<file path="src/rtl/fetch_queue.sv">
// fetch_queue: instruction fetch stage feeding the conveyor.
//   Drives the fetch PC to instruction memory, buffers returned 88-bit command
//   words in a DEPTH-entry FIFO and presents the head word to the conveyor.
//   An empty queue (or a jump) presents BUBBLE = {85'b0, 3'b111}.
//
// Ports:
//   clk, rst        clock; asynchronous active-high reset
//   imem_addr       registered fetch PC
//   imem_req        fetch request (combinational)
//   imem_ack        memory accepts request; imem_data valid this cycle
//   imem_data       returned command word
//   conveyor_stop   conveyor does not load command_out this cycle
//   jump_start      redirect to jump_target and flush the queue
//   jump_target     new fetch PC
//   command_out     head word or BUBBLE (combinational from storage)
//   level           FIFO occupancy, 0..DEPTH
//   starve_cnt      (FETCH_STARVE_CNT_EN only) saturating count of bubbles
//                   consumed by a running conveyor while starved
//
// Optional feature macro: FETCH_STARVE_CNT_EN

module fetch_queue #(
    parameter int unsigned             DEPTH    = 4,
    parameter int unsigned             ADDR_W   = 16,
    parameter logic [ADDR_W-1:0]       RESET_PC = '0
) (
    input  logic                       clk,
    input  logic                       rst,
    output logic [ADDR_W-1:0]          imem_addr,
    output logic                       imem_req,
    input  logic                       imem_ack,
    input  logic [87:0]                imem_data,
    input  logic                       conveyor_stop,
    input  logic                       jump_start,
    input  logic [ADDR_W-1:0]          jump_target,
    output logic [87:0]                command_out,
    output logic [$clog2(DEPTH):0]     level
`ifdef FETCH_STARVE_CNT_EN
    ,
    output logic [15:0]                starve_cnt
`endif
);

    localparam int unsigned PTR_W  = $clog2(DEPTH);
    localparam int unsigned LVL_W  = PTR_W + 1;
    localparam int unsigned WORD_W = 88;
    localparam logic [WORD_W-1:0] BUBBLE = {85'b0, 3'b111};

    logic [ADDR_W-1:0] r_pc;
    logic [PTR_W-1:0]  r_head;
    logic [PTR_W-1:0]  r_tail;
    logic [LVL_W-1:0]  r_level;
    logic [WORD_W-1:0] r_mem [DEPTH];

    logic              w_full;
    logic              w_empty;
    logic              w_req;
    logic              w_push;
    logic              w_pop;
    logic [ADDR_W-1:0] w_pc_nxt;
    logic [PTR_W-1:0]  w_head_nxt;
    logic [PTR_W-1:0]  w_tail_nxt;
    logic [LVL_W-1:0]  w_level_nxt;

    // Handshake qualification: jump has priority and blocks both push and pop
    always_comb begin
        w_full  = (r_level == LVL_W'(DEPTH));
        w_empty = (r_level == '0);
        w_req   = !rst && !w_full && !jump_start;
        w_push  = w_req && imem_ack;
        w_pop   = !conveyor_stop && !w_empty && !jump_start;
    end

    // Next-state for PC, pointers and occupancy
    always_comb begin
        w_pc_nxt    = r_pc;
        w_head_nxt  = r_head;
        w_tail_nxt  = r_tail;
        w_level_nxt = r_level;
        if (jump_start) begin
            w_pc_nxt    = jump_target;
            w_head_nxt  = '0;
            w_tail_nxt  = '0;
            w_level_nxt = '0;
        end else begin
            if (w_push) begin
                w_tail_nxt = r_tail + PTR_W'(1);
                w_pc_nxt   = r_pc + ADDR_W'(1);
            end
            if (w_pop) begin
                w_head_nxt = r_head + PTR_W'(1);
            end
            if (w_push && !w_pop) begin
                w_level_nxt = r_level + LVL_W'(1);
            end else if (w_pop && !w_push) begin
                w_level_nxt = r_level - LVL_W'(1);
            end
        end
    end

    // Control state register
    always_ff @(posedge clk or posedge rst) begin
        if (rst) begin
            r_pc    <= RESET_PC;
            r_head  <= '0;
            r_tail  <= '0;
            r_level <= '0;
        end else begin
            r_pc    <= w_pc_nxt;
            r_head  <= w_head_nxt;
            r_tail  <= w_tail_nxt;
            r_level <= w_level_nxt;
        end
    end

    // Word storage; contents are qualified by level, so no reset is needed
    always_ff @(posedge clk) begin
        if (w_push) begin
            r_mem[r_tail] <= imem_data;
        end
    end

    // Head word goes straight to the conveyor with no added latency
    always_comb begin
        command_out = BUBBLE;
        if (!w_empty && !jump_start) begin
            command_out = r_mem[r_head];
        end
    end

    assign imem_addr = r_pc;
    assign imem_req  = w_req;
    assign level     = r_level;

`ifdef FETCH_STARVE_CNT_EN
    logic [15:0] r_starve_cnt;
    logic        w_starve;

    // Running conveyor with nothing to pop consumes a bubble
    assign w_starve = !conveyor_stop && w_empty && !jump_start;

    always_ff @(posedge clk or posedge rst) begin
        if (rst) begin
            r_starve_cnt <= '0;
        end else if (w_starve && (r_starve_cnt != 16'hFFFF)) begin
            r_starve_cnt <= r_starve_cnt + 16'd1;
        end
    end

    assign starve_cnt = r_starve_cnt;
`endif

endmodule

</file>
<file path="config.mk">
export PLATFORM = sky130hd
export DESIGN_NAME = fetch_queue
export DESIGN_NICKNAME = d
export VERILOG_FILES = /design/src/rtl/fetch_queue.sv
export SDC_FILE = /design/constraint.sdc
export NUM_CORES = 1
export LEC_CHECK = 0
export CORE_ASPECT_RATIO = 0.5
export CORE_MARGIN = 2
export CORE_UTILIZATION = 47
export DETAILED_ROUTE_END_ITERATION = 10
export PLACE_DENSITY = 0.73
export SETUP_SLACK_MARGIN = 0.4
export SKIP_LAST_GASP = 1
export SLEW_MARGIN = 20
export SYNTH_ARGS = -nofsm -noshare
export SYNTH_HDL_FRONTEND = slang
export SYNTH_SLANG_ARGS = --single-unit
</file>
<file path="constraint.sdc">
create_clock -name clk -period 10.3 [get_ports clk]
set_input_delay 2.06 -clock clk [delete_from_list [all_inputs] [get_ports clk]]
set_output_delay 2.06 -clock clk [all_outputs]
set_load 0.01 [all_outputs]
</file>
==> out/metrics.csv, run 1 <==
stage;metric;value;unit
pwr;seq_power_share;44.3;%
timing;max_slew_margin;31.5;%
cells_and_area;post-route-util;60.5;%
floorplan;initial_core_util;48.4;%
yosys;synthFlopType;edfxtp_1;
critical_path;path_max_fanout;52;
yosys;async_flop_share;6.13;%
timing;drv_slew;0;
pwr;power_frac_clock;31.9;%
floorplan;die_area;33200;µm²
floorplan;die_x;256;µm
timing;tns;0;ps
floorplan;fp.dieH;130;µm
yosys;ys_seq_area_share;75.0;%
clocking;cts_hold_buf;0;
floorplan;io_pins;217;
yosys;syn_nets;846;
yosys;synth_seq_cells;375;
pwr;p_int;2990;µW
clocking;clkLatencyLatePin;540;ps
status;outcome;finished, final reports clean;
timing;fin_crit_sh;66.8;%
route;routed_via_density;5.33;
placement;place_hpwl;17.9;mm
route;finalWirelength;29.8;mm
route;vias;7497;
timing;finalSetupViolations;0;
pwr;peakVddDrop;0.000123;V
pwr;switchingPower;1020;µW
cells_and_area;layout.nets;1072;
floorplan;coreArea;30700;µm²
yosys;synth_edf_count;352;
pwr;power_density;216;nW/µm²
clocking;root_buffer;clkbuf_16;
timing;fmax;145;MHz
cells_and_area;mostFrequentLayoutCells;edfxtp_1, clkdlybuf4s50_1, mux4_2, nor2b_1, clkbuf_16;
critical_path;arrival;4820;ps
global_routing;grt_pass1_wl;45.6;mm
critical_path;cp-start-kind;input pin;
clocking;cts_max_level;2;
timing;rsz0062_at_grt;no;
global_routing;antenna_found_initial;4;
cells_and_area;layout-drive-gt1-share;17.3;%
global_routing;grt_pass1_vias;7924;
global_routing;grt.overflow.total;0;
route;first_pass_iters;5;
yosys;synthCells;731;
clocking;cts_num_sinks;375;
pwr;power_frac_comb;23.8;%
yosys;yosysWarnings;0;
yosys;yosysTopAreaCell;edfxtp_1;
cells_and_area;area_growth_syn_to_layout;25.1;%
pwr;sw_frac_of_total;25.5;%
placement;numPortBuffers;216;
route;drc;0;
yosys;synth.area.top_cells;edfxtp_1, mux4_2, dfrtp_1;
timing;fin_crit;6880;ps
yosys;yosysTopAreaCellShare;71.1;%
timing;tightest_slew;1030;ps
critical_path;required;8240;ps
clocking;tritoncts;built;
clocking;cts_max_path_buffers;3;
clocking;post_cts_resized;0;
clocking;numCtsBuffers;35;
clocking;clkTransAtPathRegs;70;ps
yosys;synth_cell_types;50;
yosys;synth.avg_cell_area;20.3;µm²
critical_path;cp-end-kind;output port;
global_routing;grtUsageTotal;18.2;%
yosys;syn_area;14900;µm²
floorplan;rows;45;
route;drt-initial-drc-count;583;
placement;gp_congestion;0.800;
min_path;holdCritPathClass;reg -> reg;
critical_path;critPathKind;in -> out;
cells_and_area;final_common_cell;edfxtp_1;
pwr;p_leak;0.00583;µW
job;drv_cap;0;
timing;finalClockSkew;28.0;ps
timing;hold_violations;0;
route;wl_per_cell;21.2;µm
global_routing;grt_max_degree;69;
route;final_antenna_net_count;0;
clocking;post-cts-setup-buffers;0;
area by class of cell:
cell class,count,area [µm²]
clock buffers,40,895
multi-input cells,311,3520
fillers,2239,12100
repair buffers,225,2230
inverters,9,33.8
flip-flops and latches,375,11200
well taps,423,529
clock inverters,20,230
diodes,4,10.0
metal layers:
metal / track usage [%] / up-vias / part of all wire (%)
li1: - / 3377 / -
met2: 32.9 / 172 / 53
met5: 0 / - / 0
met4: 6.33 / 0 / 2.2
met1: 22.3 / 3900 / 40
met3: 3.69 / 48 / 4.2
path summary, 6_finish.rpt:
| kind | start | end | slack, ps | cells past startpoint |
|---|---|---|---|---|
| setup / recovery | jump_start | command_out[29] | 3420 | 6 |
| hold / removal | imem_addr[10]$_DFFE_PP0P_ | imem_addr[10]$_DFFE_PP0P_ | 610 | 1 |
| setup reg to reg | level[0]$_DFFE_PP0P_ | r_mem[3][33]$_DFFE_PP_ | 7620 | 4 |
| hold reg to reg | imem_addr[10]$_DFFE_PP0P_ | imem_addr[10]$_DFFE_PP0P_ | 610 | 1 |
| max in group asynchronous | rst | r_head[1]$_DFFE_PP0P_ | 7430 | 2 |
| min in group asynchronous | rst | imem_addr[10]$_DFFE_PP0P_ | 2180 | 2 |
kinds of logic (layout without fill, tap and decap cells):
| logic type | Yosys count | count (layout) | synth area share, % |
|---|---|---|---|
| flops | 375 | 375 | 75.0 |
| other cells | 0 | 4 | 0 |
| fa+ha+maj | 6 | 6 | 0.555 |
| simple gates | 173 | 173 | 7.33 |
| buf+inv | 45 | 294 | 1.47 |
| compound gates | 25 | 25 | 1.06 |
| xor+xnor | 12 | 12 | 0.757 |
| mux | 95 | 95 | 13.9 |
power by group through the flow:
stage	clock network, µW	logic [µW]	registers [µW]
CTS	1310	977	1780
floorplan	0	598	1780
global route	1370	1020	1780
detailed placement	0	973	1810
finish	1280	955	1770
global placement	0	965	1810
synth_stat cells, types with 2 or more instances:
library cell / n
buf_6: 4
nor3b_1: 3
nand3_1: 8
nor4_4: 3
edfxtp_1: 352
nand4_1: 2
xnor2_1: 11
dfrtp_1: 23
a221o_1: 2
nand2_1: 20
nor4_1: 2
nor2b_1: 80
clkbuf_1: 15
mux2_4: 2
inv_1: 9
o21ai_0: 6
or3_1: 4
mux2i_1: 5
a21oi_1: 2
ha_1: 5
mux4_2: 88
nor2_1: 18
a22oi_1: 2
and2b_1: 8
o21ai_1: 7
nor4_2: 3
nor3_1: 6
and2_1: 4
buf_2: 16
worst max-delay path, stage by stage:
cell	delay, ps
clkdlybuf4s50_1	460
buf_4	420
or2_4	620
buf_4	470
and2b_1	240
clkdlybuf4s50_1	480
sequential cells by signal, summed over array words and instances, names as in the netlist:
register and count:
imem_addr 16, r_tail 2, r_mem 352, level 3
r_head 2
through the flow:
stage          hold WS (ps)  instances  setup slack, ps  area, µm²  total power [µW]
6_report                608       1407             3420      18600              4010
3_5_place_dp            590       1343             3410      17500              2780
3_3_place_gp            583       1343             3460      17500              2770
4_1_cts                 611       1403             3400      18600              4070
2_1_floorplan           560        731             5390      14900              2380
5_1_grt                 646       1407             3260      18600              4180
Power figures use the tool's default switching activity.
==> inputs of run 2 (changes only) <==
Settings changed: PLACE_DENSITY 0.73 to 0.75.
Clock period 10.3 ns to 6.1 ns, I/O delays scaled along.
==> out/metrics.csv, run 2 (synthesis gave the netlist of run 1 again) <==
stage;metric;value;unit
pwr;p_leak;0.00586;µW
global_routing;grt_max_degree;87;
timing;tightest_slew;1070;ps
route;vias;7543;
pwr;power_density;362;nW/µm²
floorplan;rows;45;
critical_path;cp-start-kind;input pin;
cells_and_area;ff_latch_area;11200;µm²
floorplan;coreArea;30700;µm²
route;finalWirelength;29.8;mm
clocking;cts_hold_buf;0;
critical_path;cp_slowest_cell;or2_4;
cells_and_area;layout.nets;1076;
min_path;min_path_cells;1;
route;final_antenna_net_count;0;
pwr;peakVddDrop;0.000198;V
timing;whs;605;ps
clocking;cts_max_level;2;
critical_path;rrSetupSlack;3270;ps
critical_path;worstPathCellList;clkdlybuf4s50_1, or2_4, and2b_1, clkdlybuf4s50_1;
global_routing;antenna_found_initial;3;
clocking;cts_max_path_buffers;3;
critical_path;cp-end-kind;output port;
timing;fin_crit_sh;75.0;%
placement;place_hpwl;18.1;mm
global_routing;grt_pass1_wl;46.2;mm
clocking;clkLatencyLatePin;510;ps
floorplan;die_area;33200;µm²
route;drc;0;
pwr;p_total;6750;µW
status;outcome;finished, final reports clean;
clocking;numCtsBuffers;35;
clocking;post-cts-setup-buffers;0;
timing;max_slew_margin;29.0;%
cells_and_area;multiInputGateArea;3520;µm²
critical_path;required;4880;ps
min_path;holdCritPathClass;reg -> reg;
cells_and_area;area_growth_syn_to_layout;25.3;%
cells_and_area;top_register;r_mem;
route;routed_via_density;5.35;
critical_path;ff2ff_path_depth;8;
clocking;root_buffer;clkbuf_16;
cells_and_area;final_common_cell;edfxtp_1;
route;drt-initial-drc-count;630;
floorplan;fp.dieH;130;µm
global_routing;grt_pass1_vias;8062;
placement;gp_congestion;0.782;
floorplan;die_x;256;µm
critical_path;arrival;3360;ps
critical_path;cp_common_cell;clkdlybuf4s50_1;
global_routing;grtUsageTotal;18.3;%
timing;finalClockSkew;9.59;ps
floorplan;initial_core_util;48.4;%
clocking;post_cts_resized;0;
cells_and_area;mostFrequentLayoutCells;edfxtp_1, clkdlybuf4s50_1, mux4_2, nor2b_1, clkbuf_16;
timing;fmax;218;MHz
clocking;cts_num_sinks;375;
placement;numPortBuffers;216;
cells_and_area;largest_reg_flops;352;
cells_and_area;fillers;2221;
critical_path;path_max_fanout;86;
route;wl_per_cell;21.1;µm
clocking;clkTransAtPathRegs;60;ps
critical_path;max_stage_delay;760;ps
critical_path;critPathKind;in -> out;
route;first_pass_iters;7;
clocking;tritoncts;built;
timing;drv_slew;0;
timing;finalSetupViolations;0;
job;drv_cap;0;
cells_and_area;layout-drive-gt1-share;17.3;%
global_routing;grt.overflow.total;0;
floorplan;io_pins;217;
timing;fin_crit;4580;ps
timing;tns;0;ps
timing;hold_violations;0;
timing;rsz0062_at_grt;no;
run 2: cell count changes in the layout (fill, tap and decap cells not counted), moves of 2 or more:
| cell | before | now |
|---|---|---|
| clkbuf_1 | 5 | 8 |
| buf_4 | 9 | 12 |
| inv_6 | 3 | 0 |
| clkbuf_16 | 35 | 37 |
| clkinvlp_4 | 5 | 2 |
| clkinv_1 | 4 | 6 |
run 2: critical path: cells and delay by family:
family	cells	cell delay [ps]
AND/OR/NAND/NOR	2	1030
buffers and inverters	2	980
run 2: through the flow:
stage / cell area (µm²) / utilization [%] / cells / setup slack [ps]
5_1_grt: 18600 / 60.6 / 1411 / 1320
3_3_place_gp: 17500 / 56.9 / 1347 / 1500
3_5_place_dp: 17500 / 56.9 / 1347 / 1470
2_1_floorplan: 14900 / - / 731 / 2050
4_1_cts: 18600 / 60.6 / 1408 / 1460
6_report: 18600 / 60.6 / 1411 / 1520
run 2: report_power, final:
group	leakage, µW	internal, µW	switching, µW
clock network	0.000540	1250	890
logic	0.00186	920	651
registers	0.00346	2890	151
total	0.00586	5060	1690
run 2: area by class of cell:
cell class | count | area share [%]
well taps | 423 | 2.84
inverters | 9 | 0.181
diodes | 3 | 0.0403
repair buffers | 229 | 12.2
clock buffers | 46 | 5.20
clock inverters | 15 | 0.792
multi-input cells | 311 | 18.9
flip-flops and latches | 375 | 59.9
run 2: per-layer routing:
layer / routed length, µm / global-route usage, % / vias up
li1: - / - / 3389
met1: 12300 / 23.5 / 3944
met2: 15800 / 32.4 / 172
met3: 1180 / 3.03 / 38
met4: 475 / 6.09 / 0
met5: 0 / 0 / -
run 2: final timing paths:
check,from,end
max,jump_start,command_out[28]
min,imem_addr[10]$_DFFE_PP0P_,imem_addr[10]$_DFFE_PP0P_
max reg2reg,level[0]$_DFFE_PP0P_,level[2]$_DFFE_PP0P_
min reg2reg,imem_addr[10]$_DFFE_PP0P_,imem_addr[10]$_DFFE_PP0P_
max in group asynchronous,rst,r_head[1]$_DFFE_PP0P_
min in group asynchronous,rst,imem_addr[5]$_DFFE_PP0P_
